<file path="src/rtl/sram_arbiter_pkg.sv">
// Shared definitions for the line-buffer SRAM arbiter and its clients.
// Holds the state encoding and the default geometry.
package sram_arbiter_pkg;

    localparam int unsigned AwDefault      = 10;
    localparam int unsigned DwDefault      = 8;
    localparam int unsigned MaxWaitDefault = 4;

    // Encoding chosen so the state register bits are the SRAM pins: {CE, WE}.
    typedef enum logic [1:0] {
        ST_IDLE = 2'b11,
        ST_WR   = 2'b00,
        ST_RD   = 2'b01
    } state_e;

endpackage

</file>
<file path="src/rtl/sram_arbiter_if.sv">
// Requester handshakes plus SRAM pins of the line-buffer arbiter.
// The arbiter uses the slave view; the requesters and the SRAM use the master view.
interface sram_arbiter_if #(
    parameter int unsigned AW = 10,
    parameter int unsigned DW = 8
);
    logic          wr_req;
    logic [AW-1:0] wr_addr;
    logic [DW-1:0] wr_data;
    logic          wr_gnt;
    logic          rd_req;
    logic [AW-1:0] rd_addr;
    logic          rd_gnt;
    logic [DW-1:0] rd_data;
    logic          rd_vld;
    logic [AW-1:0] A;
    logic [DW-1:0] D;
    logic          CE;
    logic          WE;
    logic [DW-1:0] Q;

    modport slave (
        input  wr_req, wr_addr, wr_data, rd_req, rd_addr, Q,
        output wr_gnt, rd_gnt, rd_data, rd_vld, A, D, CE, WE
    );

    modport master (
        output wr_req, wr_addr, wr_data, rd_req, rd_addr, Q,
        input  wr_gnt, rd_gnt, rd_data, rd_vld, A, D, CE, WE
    );
endinterface

</file>
<file path="src/rtl/sram_arbiter_wait_cnt.sv">
// Saturating starvation counter: counts cycles a read request is refused.
// sat_o tells the arbiter to push the read ahead of a competing write.
module arb_wait_cnt #(
    parameter int unsigned MaxWait = 4
) (
    input  logic clk_i,
    input  logic rst_i,
    input  logic clr_i,
    input  logic inc_i,
    output logic sat_o
);
    localparam logic [3:0] SatVal = 4'(MaxWait);

    logic [3:0] cnt_d, cnt_q;

    always_comb begin
        cnt_d = cnt_q;
        if (clr_i) begin
            cnt_d = '0;
        end else if (inc_i && (cnt_q != SatVal)) begin
            cnt_d = cnt_q + 4'd1;
        end
    end

    always_ff @(posedge clk_i) begin
        if (rst_i) begin
            cnt_q <= '0;
        end else begin
            cnt_q <= cnt_d;
        end
    end

    assign sat_o = (cnt_q == SatVal);

endmodule

</file>
<file path="src/rtl/sram_arbiter.sv">
// Arbitrates one write stream and one read stream onto a single-port line-buffer SRAM.
// Writes win by default; a read refused MAX_WAIT times in a row is forced ahead.
module sram_arbiter
    import sram_arbiter_pkg::*;
#(
    parameter int unsigned AW       = AwDefault,
    parameter int unsigned DW       = DwDefault,
    parameter int unsigned MAX_WAIT = MaxWaitDefault
) (
    input logic           clk,
    input logic           RST,
    sram_arbiter_if.slave bus
);
    state_e        state_q;
    logic [AW-1:0] a_q;
    logic [DW-1:0] d_q;
    logic [1:0]    vld_q;
    logic          wr_gnt, rd_gnt, starved;

    arb_wait_cnt #(
        .MaxWait (MAX_WAIT)
    ) u_wait_cnt (
        .clk_i (clk),
        .rst_i (RST),
        .clr_i (~bus.rd_req | rd_gnt),
        .inc_i (bus.rd_req & ~rd_gnt),
        .sat_o (starved)
    );

    always_comb begin
        rd_gnt = ~RST & bus.rd_req & (~bus.wr_req | starved);
        wr_gnt = ~RST & bus.wr_req & ~rd_gnt;
    end

    always_ff @(posedge clk) begin
        if (RST) begin
            state_q <= ST_IDLE;
            a_q     <= '0;
            d_q     <= '0;
            vld_q   <= '0;
        end else begin
            vld_q <= {vld_q[0], rd_gnt};
            if (wr_gnt) begin
                state_q <= ST_WR;
                a_q     <= bus.wr_addr;
                d_q     <= bus.wr_data;
            end else if (rd_gnt) begin
                state_q <= ST_RD;
                a_q     <= bus.rd_addr;
            end else begin
                state_q <= ST_IDLE;
            end
        end
    end

    assign bus.wr_gnt  = wr_gnt;
    assign bus.rd_gnt  = rd_gnt;
    assign bus.A       = a_q;
    assign bus.D       = d_q;
    assign bus.CE      = state_q[1];
    assign bus.WE      = state_q[0];
    assign bus.rd_vld  = vld_q[1];
    assign bus.rd_data = bus.Q;

endmodule

</file>
<file path="src/flat_wrapper.sv">
// flat-port wrapper written by rule: the top's interface ports become plain ports
module sram_arbiter_flat import sram_arbiter_pkg::*;
#(
    parameter int unsigned AW       = AwDefault,
    parameter int unsigned DW       = DwDefault,
    parameter int unsigned MAX_WAIT = MaxWaitDefault
)
  (clk, RST, bus_wr_req, bus_wr_addr, bus_wr_data, bus_rd_req, bus_rd_addr, bus_Q, bus_wr_gnt, bus_rd_gnt, bus_rd_data, bus_rd_vld, bus_A, bus_D, bus_CE, bus_WE);
  sram_arbiter_if #(.AW(AW), .DW(DW)) bus_i ();
  input logic clk;
  input logic RST;
  input wire logic [$bits(bus_i.wr_req)-1:0] bus_wr_req;
  input wire logic [$bits(bus_i.wr_addr)-1:0] bus_wr_addr;
  input wire logic [$bits(bus_i.wr_data)-1:0] bus_wr_data;
  input wire logic [$bits(bus_i.rd_req)-1:0] bus_rd_req;
  input wire logic [$bits(bus_i.rd_addr)-1:0] bus_rd_addr;
  input wire logic [$bits(bus_i.Q)-1:0] bus_Q;
  output wire logic [$bits(bus_i.wr_gnt)-1:0] bus_wr_gnt;
  output wire logic [$bits(bus_i.rd_gnt)-1:0] bus_rd_gnt;
  output wire logic [$bits(bus_i.rd_data)-1:0] bus_rd_data;
  output wire logic [$bits(bus_i.rd_vld)-1:0] bus_rd_vld;
  output wire logic [$bits(bus_i.A)-1:0] bus_A;
  output wire logic [$bits(bus_i.D)-1:0] bus_D;
  output wire logic [$bits(bus_i.CE)-1:0] bus_CE;
  output wire logic [$bits(bus_i.WE)-1:0] bus_WE;
  assign bus_i.wr_req = bus_wr_req;
  assign bus_i.wr_addr = bus_wr_addr;
  assign bus_i.wr_data = bus_wr_data;
  assign bus_i.rd_req = bus_rd_req;
  assign bus_i.rd_addr = bus_rd_addr;
  assign bus_i.Q = bus_Q;
  assign bus_wr_gnt = bus_i.wr_gnt;
  assign bus_rd_gnt = bus_i.rd_gnt;
  assign bus_rd_data = bus_i.rd_data;
  assign bus_rd_vld = bus_i.rd_vld;
  assign bus_A = bus_i.A;
  assign bus_D = bus_i.D;
  assign bus_CE = bus_i.CE;
  assign bus_WE = bus_i.WE;
  sram_arbiter #(.AW(AW), .DW(DW), .MAX_WAIT(MAX_WAIT)) u_core (.clk(clk), .RST(RST), .bus(bus_i));
endmodule
</file>
<file path="config.mk">
export PLATFORM = sky130hd
export DESIGN_NAME = sram_arbiter_flat
export DESIGN_NICKNAME = d
export VERILOG_FILES = /design/src/rtl/sram_arbiter_pkg.sv /design/src/rtl/sram_arbiter_if.sv /design/src/rtl/sram_arbiter_wait_cnt.sv /design/src/rtl/sram_arbiter.sv /design/src/flat_wrapper.sv
export SDC_FILE = /design/constraint.sdc
export NUM_CORES = 1
export LEC_CHECK = 0
export ABC_AREA = 1
export BUFFER_PORTS_ARGS = -buffer_cell sky130_fd_sc_hd__buf_2
export CORE_ASPECT_RATIO = 1.25
export CORE_MARGIN = 2
export CORE_UTILIZATION = 37
export CTS_CLUSTER_SIZE = 24
export DETAILED_ROUTE_END_ITERATION = 6
export PLACE_DENSITY_LB_ADDON = 0.12
export SETUP_SLACK_MARGIN = 0.02
export SYNTH_ARGS = -nofsm -noshare
export SYNTH_HDL_FRONTEND = slang
export SYNTH_SLANG_ARGS = --single-unit
export TNS_END_PERCENT = 30
</file>
<file path="constraint.sdc">
create_clock -name clk -period 1.6 [get_ports clk]
set_clock_uncertainty 0.15 [all_clocks]
set_input_delay 0.48 -clock clk [delete_from_list [all_inputs] [get_ports clk]]
set_output_delay 0.48 -clock clk [all_outputs]
set_load 0.1 [all_outputs]
</file>
### Yosys cells after proc, flatten, opt, wreduce, memory -nomap -nowiden

Cells that the tools add are included.

| word-level totals | value |
|---|---|
| bits in registers | 26 |
| input bits | 40 |
| logic and storage cells | 26 |

| operators by class | value |
|---|---|
| add/subtract/negate cells | 1 |
| equal/unequal tests | 2 |
| mux-type cells | 4 |
| bitwise operators | 11 |
| reductions and logical operators | 3 |

Operator list:

| operator | number |
|---|---|
| 2-to-1 mux 10 bit | 2 |
| bitwise AND 1 bit | 5 |
| adder 4 x 1 -> 4 bit (second input constant) | 1 |
| equality test 4 x 3 -> 1 bit (second input constant) | 1 |
| 2-to-1 mux 2 bit | 2 |
| inequality test 4 x 3 -> 1 bit (second input constant) | 1 |
| NOT 1 bit | 4 |
| OR 1 bit | 2 |
| nonzero test 2 bit | 1 |
| OR reduction 2 bit | 1 |
| logical AND 1 bit | 1 |

### Longest topological paths before layout

Gate-level depths: netlist of run 1.

| logic depth | value |
|---|---|
| word-level depth | 6 |
| gate-level depth with buffers | 10 |
| gate-level depth less buffers | 9 |

### Cells and area by module

Synthesis of run 1 repeated with hierarchy kept, for this count alone.

| second synthesis, totals | value |
|---|---|
| cells, all modules | 174 |
| area, all modules | 1,228.7 um2 |

Modules (own cells, without submodules):

| module | times used | cells an instance | area each (um2) |
|---|---|---|---|
| sram_arbiter | 1 | 138 | 985.9 |
| arb_wait_cnt | 1 | 36 | 242.7 |

### Worst setup path after synthesis of run 1

Ideal clock, no wire load.

| timing path | value |
|---|---|
| kind | input -> output |
| from | input bus_rd_req |
| to | output bus_rd_gnt |
| arrival time | 1,547 ps |
| setup slack | -577 ps |
| stages on the path | 5 |
| buffers on the path | 1 |
| path through | inv_1 > nor2_1 > nand2_4 > buf_2 > inv_1 |

| between the ends | value |
|---|---|
| word-level cells in the longest chain between the ends | 2 |

RTL lines:

| what | line | source |
|---|---|---|
| start, declared | flat_wrapper.sv:15 | `input wire logic [$bits(bus_i.rd_req)-1:0] bus_rd_req;` |
| bitwise AND 1 bit (2 in a row) | sram_arbiter.sv:31 | `rd_gnt = ~RST & bus.rd_req & (~bus.wr_req \| starved);` |
| end, declared | flat_wrapper.sv:19 | `output wire logic [$bits(bus_i.rd_gnt)-1:0] bus_rd_gnt;` |

No other way between the ends.

### Final worst setup path of run 1

| timing path | value |
|---|---|
| from | register u_core.u_wait_cnt.cnt_q[1] |
| to | output bus_wr_gnt |

| between the ends | value |
|---|---|
| word-level cells in the longest chain between the ends | 5 |

RTL lines:

| what | line | source |
|---|---|---|
| start, declared | sram_arbiter_wait_cnt.sv:14 | `logic [3:0] cnt_d, cnt_q;` |
| start signal, assigned | sram_arbiter_wait_cnt.sv:29 | `cnt_q <= cnt_d;` |
| equality test 4 x 3 -> 1 bit | sram_arbiter_wait_cnt.sv:33 | `assign sat_o = (cnt_q == SatVal);` |
| OR 1 bit | sram_arbiter.sv:31 |  |
| bitwise AND 1 bit | sram_arbiter.sv:31 |  |
| NOT 1 bit | sram_arbiter.sv:32 | `wr_gnt = ~RST & bus.wr_req & ~rd_gnt;` |
| bitwise AND 1 bit | sram_arbiter.sv:32 |  |
| end, declared | flat_wrapper.sv:18 | `output wire logic [$bits(bus_i.wr_gnt)-1:0] bus_wr_gnt;` |

No other way between the ends.

==> results of run 1 <==
[layout by cell type, fill, tap and decap left out]
cell	n
dfxtp_2	15
buf_12	22
inv_16	1
o21ai_0	21
bufinv_16	1
buf_16	1
nand3_1	12
xor2_1	1
clkinvlp_4	1
a21oi_2	1
ha_1	1
nor2_2	1
buf_2	31
nand4_1	1
clkbuf_4	3
dfxtp_1	11
nand2_1	31
buf_4	14
inv_2	3
nor2_1	3
and2_4	1
nand2_4	1
nand2_8	2
inv_1	7
a21oi_1	11
nand3_4	1
ha_4	1
o211ai_1	1
[registers in the layout, summed over array words and instances (netlist names)]
| register | flops |
|---|---|
| u_core.bus.A | 10 |
| u_core.bus.D | 8 |
| u_core.state_q | 2 |
| u_core.u_wait_cnt.cnt_q | 4 |
| u_core.vld_q | 2 |
[critical path: cells and delay by family, from the launching register on]
kind | cells | cell delay [ns]
adders and majority gates | 1 | 0.14
buffers and inverters | 3 | 0.25
DFF | 1 | 0.35
and+or+nand+nor | 4 | 0.33
[metrics by stage]
stage          setup slack [ns]  utilization, %  instances
6_report                -0.4016           66.17        236
4_1_cts                 -0.4501           64.67        235
3_3_place_gp            -0.2185           62.05        230
3_5_place_dp            -0.2255           62.05        230
2_1_floorplan           -0.2987               -        142
5_1_grt                 -0.4853           66.17        236
[final cells by class]
cell class                      instances  area [um2]  area share, %
Clock buffer                            3       22.52          1.167
Inverter                               12       65.06          3.370
Clock inverter                          1       30.03          1.555
Multi-Input combinational cell         90       500.5          25.92
Tap cell                               36       45.04          2.333
Timing Repair Buffer                   68       728.2          37.72
Sequential cell                        26       539.3          27.93
[repair_timing]
action,4_1_cts,5_1_grt
gates resized for setup,2,17
setup endpoints to repair,2,31
buffers inserted,1,1
pin swaps,2,2
[cells by family (layout without fill, tap and decap cells)]
group                      Yosys count  in the layout  synth area share [%]
xor gates and xnor gates             1              1                0.7858
AOI/OAI and AO/OA                   34             34                 15.49
adders and majority gates            2              2                 2.244
buffers and inverters               26             84                 13.02
and+or+nand+nor                     53             53                 21.77
DFF                                 26             26                 46.69
[power groups by stage]
stage / sequential, mW / combinational [mW] / clock, mW
2_1_floorplan: 1.03 / 0.212 / 0
3_3_place_gp: 0.747 / 0.661 / 0
3_5_place_dp: 0.749 / 0.667 / 0
4_1_cts: 0.735 / 0.673 / 0.463
5_1_grt: 0.746 / 0.706 / 0.492
6_report: 0.740 / 0.675 / 0.448
[metal layers]
| metal | track usage, % | vias to the layer above | routed length, um |
|---|---|---|---|
| li1 | - | 571 | - |
| met1 | 21.35 | 505 | 1168 |
| met2 | 30.94 | 37 | 1411 |
| met3 | 5.000 | 6 | 207 |
| met4 | 9.295 | 0 | 48 |
| met5 | 0 | - | 0 |
[worst paths after layout]
check / to / slack [ns] / startpoint / cells after the start
setup / recovery: bus_wr_gnt / -0.40 / u_core.u_wait_cnt.cnt_q[1]$_SDFFE_PP0P_ / 8
hold / removal: u_core.bus.D[7]$_SDFFE_PP0P_ / 0.19 / bus_wr_data[7] / 3
hold reg to reg: u_core.vld_q[1]$_SDFF_PP0_ / 0.29 / u_core.vld_q[0]$_SDFF_PP0_ / 2
setup reg to reg: u_core.u_wait_cnt.cnt_q[3]$_SDFFE_PP0P_ / 0.05 / u_core.u_wait_cnt.cnt_q[1]$_SDFFE_PP0P_ / 9
==> reports/qor.yml, run 1 <==
power_and_ir_drop:
  switchingPower_mw: 0.6673
  pwr-share-seq_pct: 39.7
  p_total_mw: 1.863
  power_density_nw_per_um2: 964.8
  p_int_mw: 1.195
  p_sw_share_pct: 35.83
  comb_power_share_pct: 36.2
  p_leak_nw: 0.9040
  ir_drop_v: 0.0008301
  clkPwrFrac_pct: 24.1
critical_path:
  max_stage_delay_ns: 0.35
  slowest_stage: "dfxtp_2"
  critPathMaxFanout: 3
  critPathLaunchType: "flip-flop"
  crit_type: "reg2out"
  endpoint_kind: "output pin"
  cp_common_cell: "nand2_8"
  cp_cell_sequence: "inv_2 > ha_4 > nand3_4 > nand2_4 > nand2_8 > nand2_8 > inv_16 > buf_16"
  cp.required_ns: 0.97
  arrival_ns: 1.37
global_route:
  grt.total_usage_pct: 18.56
  grt_pass1_vias: 1161
  grt_antenna_before_repair: 0
  grt_pass1_wl_um: 4802
  grt_overflow: 0
  grt_max_degree: 20
synth:
  synth_top_area_cell: "dfxtp_1"
  syn_area_per_cell_um2: 7.851
  synth_nets: 184
  async_reset_ff_share_pct: 0
  synthTopCellsByCount: "nand2_1 (31), dfxtp_1 (26), o21ai_0 (21)"
  ys_seq_elements: 26
  seq_area_frac_synth_pct: 46.69
  ys.flop_type: "dfxtp_1"
  synth.most_common_cell: "nand2_1"
  ys_types: 21
  syn_inst: 142
  yosysTopAreaCellShare_pct: 46.69
  synth_edf_count: 0
  synth.cell_area_um2: 1115
  ys_top_cells_by_area: "dfxtp_1 (47%), nand2_1 (10%), o21ai_0 (9.4%)"
  yosysWarningCount: 0
run:
  cap_violations: 0
route:
  wirelength_um: 2836
  routed_wire_length_per_instance_um: 12.02
  firstDrtPassIters: 4
  ant_nets: 0
  dr.first_iter.drc_count: 12
  vias: 1119
  viasPerCell: 4.742
  drc: 0
floorplanning:
  design.core.area_um2: 2918
  fp.dieW_um: 53.10
  dieHeight_um: 65.37
  rows: 22
  die_area_um2: 3471
  start_util_pct: 38.21
  design.portCount: 71
placement:
  hpwl_um: 2124
  gp_congestion: 0.7146
  io_buffers: 54
  placed_cell_area_um2: 1810
clock_tree:
  cts.sinks: 26
  ctsLongestPathBuffers: 2
  holdBufCountCts: 0
  cts_buffers: 3
  cts_tree: "yes"
  clockRootBuffer: "clkbuf_4"
  clkLatencyLatePin_ns: 0.32
  cts.clk_slew.worst_paths_ns: 0.15
  htreeDepth: 1
layout:
  finalNetCount: 243
  finalInstanceArea_um2: 1931
  fillers: 255
  area_growth_syn_to_layout_pct: 73.18
  final_layout_size_suffix_gt1_share_pct: 50.00
  diodes: 0
sta:
  drv_slew: 0
  relSlewSlack_pct: 82.42
  setup_viol: 2
  fin_crit_sh_pct: 125.1
  min_period_ns: 2.002
  finalHoldViolations: 0
  setup_ws_ns: -0.4016
  timing.fmax_mhz: 499.6
  worstMarginPinSlew_ns: 0.2634
  rsz0062_at_grt: "true"
  hold-worst-slack_ns: 0.1872
  setup_tns_ns: -0.7818
run_status:
  status: "finished, violations left"
  violations: "negative setup slack"
min_path:
  hold_class: "in2reg"
Note: power is estimated with default switching activity, not from simulation.
==> inputs of run 2 (changes only) <==
--- a/config.mk
+++ b/config.mk
@@ -13,7 +13,7 @@
 export CTS_CLUSTER_SIZE = 24
 export DETAILED_ROUTE_END_ITERATION = 6
 export PLACE_DENSITY_LB_ADDON = 0.12
-export SETUP_SLACK_MARGIN = 0.02
+export SETUP_SLACK_MARGIN = 0.05
 export SYNTH_ARGS = -nofsm -noshare
 export SYNTH_HDL_FRONTEND = slang
 export SYNTH_SLANG_ARGS = --single-unit
==> reports/qor.yml, run 2 (synthesis gave the netlist of run 1 again) <==
layout:
  multi_input_area_um2: 500.5
  seqCellArea_um2: 549.3
  final_cell_mix: "nand2_1 (31), buf_2 (31), dfxtp_2 (23)"
  diodes: 0
  finalNetCount: 243
  fillers: 248
  final_layout_size_suffix_gt1_share_pct: 54.00
  area_growth_syn_to_layout_pct: 74.07
  largest_reg_flops: 10
min_path:
  min_path_cells: 3
  hold_class: "in2reg"
sta:
  setup_viol: 2
  hold-worst-slack_ns: 0.1874
  min_period_ns: 2.002
  setup_ws_ns: -0.4017
  finalHoldViolations: 0
  relSlewSlack_pct: 82.42
  rsz0062_at_grt: "true"
  worstMarginPinSlew_ns: 0.2634
  fin_crit_sh_pct: 125.1
  drv_slew: 0
  timing.fmax_mhz: 499.6
global_route:
  grt_pass1_vias: 1161
  grt.total_usage_pct: 18.56
  grt_antenna_before_repair: 0
  grt_max_degree: 20
  grt_overflow: 0
  grt_pass1_wl_um: 4802
critical_path:
  crit_type: "reg2out"
  cp.required_ns: 0.97
  slowest_stage: "dfxtp_2"
  max_stage_delay_ns: 0.35
  endpoint: "bus_wr_gnt"
  timing.rr.start: "u_core.u_wait_cnt.cnt_q[1]$_SDFFE_PP0P_"
  worstReg2RegEnd: "u_core.u_wait_cnt.cnt_q[3]$_SDFFE_PP0P_"
  cp_top_family: "flip-flops"
  cp_cell_sequence: "inv_2 > ha_4 > nand3_4 > nand2_4 > nand2_8 > nand2_8 > inv_16 > buf_16"
  cp_common_cell: "nand2_8"
  endpoint_kind: "output pin"
  arrival_ns: 1.37
  critPathLaunchType: "flip-flop"
  startpoint: "u_core.u_wait_cnt.cnt_q[1]$_SDFFE_PP0P_"
  rr_worst_depth: 9
  ff2ff_setup_slack_ns: 0.05
  cp_num_buf_inv: 3
  path_depth: 8
  critPathMaxFanout: 3
clock_tree:
  cts.clk_slew.worst_paths_ns: 0.15
  clkLatencyLatePin_ns: 0.32
  ctsLongestPathBuffers: 2
  cts.sinks: 26
  cts_tree: "yes"
  holdBufCountCts: 0
  cts_buffers: 3
  htreeDepth: 1
  clockRootBuffer: "clkbuf_4"
route:
  dr_wl_met3_um: 207
  firstDrtPassIters: 4
  drc: 0
  dr.first_iter.drc_count: 11
  wirelength_um: 2834
  met1Wirelength_um: 1168
  vias: 1118
  viasPerCell: 4.737
  ant_nets: 0
  highest_layer: "met4"
  routed_wire_length_per_instance_um: 12.01
  met2_length_um: 1409
run_status:
  violations: "negative setup slack"
  status: "finished, violations left"
run:
  cap_violations: 0
floorplanning:
  rows: 22
  die_area_um2: 3471
  design.portCount: 71
  dieHeight_um: 65.37
  start_util_pct: 38.21
  design.core.area_um2: 2918
  fp.dieW_um: 53.10
placement:
  gp_congestion: 0.7146
  dp_slack_ns: -0.2255
  hpwl_um: 2124
  io_buffers: 54
power_and_ir_drop:
  ir_drop_v: 0.0008325
  power_density_nw_per_um2: 961.7
  p_leak_nw: 0.9055
[run 2: final cells by class]
type	count	share of cell area, %
multi-input combinational	90	25.79
tap	36	2.321
sequential	26	28.30
clock buffer	3	1.161
clock inverter	1	1.547
timing repair buffer	68	37.52
inverter	12	3.353
[run 2: metal layers]
layer | track usage, % | vias to the layer above
met5 | 0 | -
met4 | 9.295 | 0
met3 | 5.000 | 6
met2 | 30.94 | 37
met1 | 21.35 | 504
li1 | - | 571
[run 2: stage by stage]
step / power [mW] / utilization (%) / std cells / setup TNS [ns] / area (um2)
floorplan: 1.238 / - / 142 / -0.3833 / 1170
global placement: 1.408 / 62.05 / 230 / -1.176 / 1810
detailed placement: 1.416 / 62.05 / 230 / -1.483 / 1810
CTS: 1.880 / 65.44 / 235 / -0.8885 / 1909
global route: 1.948 / 66.51 / 236 / -1.185 / 1941
finish: 1.866 / 66.51 / 236 / -0.7821 / 1941
[run 2: timing repair]
| item | in CTS | in global routing |
|---|---|---|
| pin swaps | 2 | 2 |
| buffers inserted | 1 | 1 |
| gates resized for setup | 20 | 7 |
| endpoints found under the setup margin | 27 | 34 |
[run 2: worst reg2reg max path: stages (launching register included)]
cell,delay (ns)
dfxtp_2,0.35
inv_2,0.06
ha_4,0.14
nand3_4,0.07
buf_4,0.15
buf_4,0.12
buf_4,0.13
o211ai_1,0.11
nand2_1,0.10
a21oi_2,0.13
[run 2: worst min-delay path by stage]
stage / start / endpoint
finish: bus_wr_data[7] / u_core.bus.D[7]$_SDFFE_PP0P_
detailed placement: u_core.vld_q[0]$_SDFF_PP0_ / u_core.vld_q[1]$_SDFF_PP0_
global route: bus_wr_data[0] / u_core.bus.D[0]$_SDFFE_PP0P_
CTS: bus_wr_data[7] / u_core.bus.D[7]$_SDFFE_PP0P_
floorplan: u_core.vld_q[0]$_SDFF_PP0_ / u_core.vld_q[1]$_SDFF_PP0_
global placement: u_core.vld_q[0]$_SDFF_PP0_ / u_core.vld_q[1]$_SDFF_PP0_
[run 2: power breakdown]
| part | total [mW] | leakage, nW | switching, mW | internal (mW) |
|---|---|---|---|---|
| sequential | 0.743 | 0.221 | 0.0415 | 0.701 |
| combinational | 0.676 | 0.656 | 0.431 | 0.245 |
| clock | 0.448 | 0.0279 | 0.195 | 0.253 |
==> inputs of run 3 (changes only) <==
--- a/config.mk
+++ b/config.mk
@@ -7,9 +7,11 @@
 export LEC_CHECK = 0
 export ABC_AREA = 1
 export BUFFER_PORTS_ARGS = -buffer_cell sky130_fd_sc_hd__buf_2
+export CELL_PAD_IN_SITES_DETAIL_PLACEMENT = 1
+export CELL_PAD_IN_SITES_GLOBAL_PLACEMENT = 1
 export CORE_ASPECT_RATIO = 1.25
 export CORE_MARGIN = 2
-export CORE_UTILIZATION = 37
+export CORE_UTILIZATION = 28
 export CTS_CLUSTER_SIZE = 24
 export DETAILED_ROUTE_END_ITERATION = 6
 export PLACE_DENSITY_LB_ADDON = 0.12
==> constraint.sdc (replaced) <==
create_clock -name clk -period 2.16 [get_ports clk]
set_clock_uncertainty 0.15 [all_clocks]
set_input_delay 0.648 -clock clk [delete_from_list [all_inputs] [get_ports clk]]
set_output_delay 0.648 -clock clk [all_outputs]
set_load 0.1 [all_outputs]
==> reports/qor.yml, run 3 (synthesis gave the netlist of run 1 again) <==
layout:
  final_cell_mix: "buf_2 (51), nand2_1 (31), dfxtp_1 (24)"
  final_cells: 254
  area_growth_syn_to_layout_pct: 42.99
  largest_reg_flops: 10
  final_layout_size_suffix_gt1_share_pct: 43.00
  finalNetCount: 243
  finalInstanceArea_um2: 1594
  final_common_cell: "buf_2"
  diodes: 0
  final_core_util_pct: 41.77
sta:
  timing.fmax_mhz: 468.3
  finalHoldViolations: 0
  fin_crit_sh_pct: 98.86
  min_period_ns: 2.135
  worstMarginPinSlew_ns: 0.4943
  rsz0062_at_grt: "true"
  setup_viol: 0
  relSlewSlack_pct: 67.27
  setup_ws_ns: 0.02471
  drv_slew: 0
global_route:
  grt_pass1_vias: 1227
  grt_overflow: 0
  grt_max_degree: 20
  gr-usage-met1_pct: 17.22
  met3_usage_pct: 4.522
  grt.busiest_layer: "met2"
  grt_pass1_wl_um: 5264
  grt.total_usage_pct: 15.51
  grtUsageMet2_pct: 28.38
  grt_antenna_before_repair: 0
critical_path:
  ff2ff_setup_slack_ns: 0.52
  arrival_ns: 1.34
  crit_type: "reg2out"
  endpoint_kind: "output pin"
  rr_worst_depth: 10
  worstReg2RegEnd: "u_core.bus.A[5]$_SDFFE_PP0P_"
  critPathMaxFanout: 4
  critPathLaunchType: "flip-flop"
  timing.rr.start: "u_core.u_wait_cnt.cnt_q[1]$_SDFFE_PP0P_"
  cp.required_ns: 1.36
floorplanning:
  die_area_um2: 4505
  rows: 25
  dieHeight_um: 74.55
  design.portCount: 71
  start_util_pct: 29.21
  design.core.area_um2: 3816
  fp.dieW_um: 60.44
clock_tree:
  cts.clk_slew.worst_paths_ns: 0.09
  htreeDepth: 1
  clockRootBuffer: "clkbuf_8"
  ctsLongestPathBuffers: 2
  cts_buffers: 3
  clkLatencyLatePin_ns: 0.26
  cts.sinks: 26
  cts_tree: "yes"
min_path:
  min_to: "u_core.vld_q[1]$_SDFF_PP0_"
  hp-start: "u_core.vld_q[0]$_SDFF_PP0_"
  hold_class: "reg2reg"
  min_path_cells: 2
route:
  routed_wire_length_per_instance_um: 13.06
  wirelength_um: 3318
  ant_nets: 0
  viasPerCell: 4.476
  vias: 1137
  firstDrtPassIters: 4
  dr.first_iter.drc_count: 23
  drc: 0
power_and_ir_drop:
  ir_drop_v: 0.0003943
  p_total_mw: 1.245
  p_leak_nw: 0.8102
  power_density_nw_per_um2: 780.7
placement:
  gp_congestion: 0.7478
  dp_cells: 244
  placed_cell_area_um2: 1468
  hpwl_um: 2459
  io_buffers: 54
  dp_slack_ns: 0.02953
run:
  cap_violations: 0
run_status:
  status: "complete, no violations"
==> run 3: cell count changes in the layout (fill, tap and decap cells not counted), sizes merged <==
cell    change
bufinv      -1
clkbuf      +1
==> run 3: worst max-delay path, cell delays in order (launching register included) <==
cell	delay [ns]
dfxtp_2	0.34
inv_2	0.04
ha_4	0.16
nand3_4	0.08
nand2_4	0.06
nand2_4	0.10
nand2_4	0.07
inv_6	0.06
buf_12	0.16
==> run 3: worst max-delay path by stage <==
stage,start,end,slack (ns),cells past startpoint
3_5_place_dp,bus_rd_req,bus_wr_gnt,0.03,7
2_1_floorplan,bus_rd_req,bus_rd_gnt,0.04,5
3_3_place_gp,bus_rd_req,bus_wr_gnt,0.05,7
6_report,u_core.u_wait_cnt.cnt_q[1]$_SDFFE_PP0P_,bus_wr_gnt,0.02,8
5_1_grt,u_core.u_wait_cnt.cnt_q[1]$_SDFFE_PP0P_,bus_wr_gnt,-0.06,8
4_1_cts,u_core.u_wait_cnt.cnt_q[1]$_SDFFE_PP0P_,bus_wr_gnt,0.03,8
==> run 3: report_power, final <==
| group | internal (mW) | switching, mW | leakage (nW) |
|---|---|---|---|
| registers | 0.512 | 0.0134 | 0.216 |
| logic | 0.0868 | 0.320 | 0.566 |
| clock network | 0.163 | 0.149 | 0.0288 |
==> run 3: area by class of cell <==
cell class	instances	area, um2
fill	504	2222
inverter	12	58.81
multi-input combinational	90	481.7
clock buffer	4	55.05
tap	54	67.56
sequential	26	523.0
timing repair buffer	68	407.9
==> run 3: repair_timing <==
| action | CTS | global route |
|---|---|---|
| resized for setup | 6 | 1 |
| pin swaps | 4 | 2 |
| setup endpoints to repair | 2 | 2 |
| setup buffers | 6 | 0 |
| hold buffers | 0 | 0 |
==> run 3: metal layers <==
layer | vias to the layer above | wire length [um]
met5 | - | 0
met4 | 0 | 24
met3 | 2 | 227
met2 | 38 | 1771
met1 | 530 | 1294
li1 | 567 | -
==> run 3: stage by stage <==
stage	hold WS [ns]	setup TNS [ns]
3_3_place_gp	0.2620	0
2_1_floorplan	0.2383	0
3_5_place_dp	0.2621	0
5_1_grt	0.2907	-0.09087
4_1_cts	0.2753	0
6_report	0.2721	0
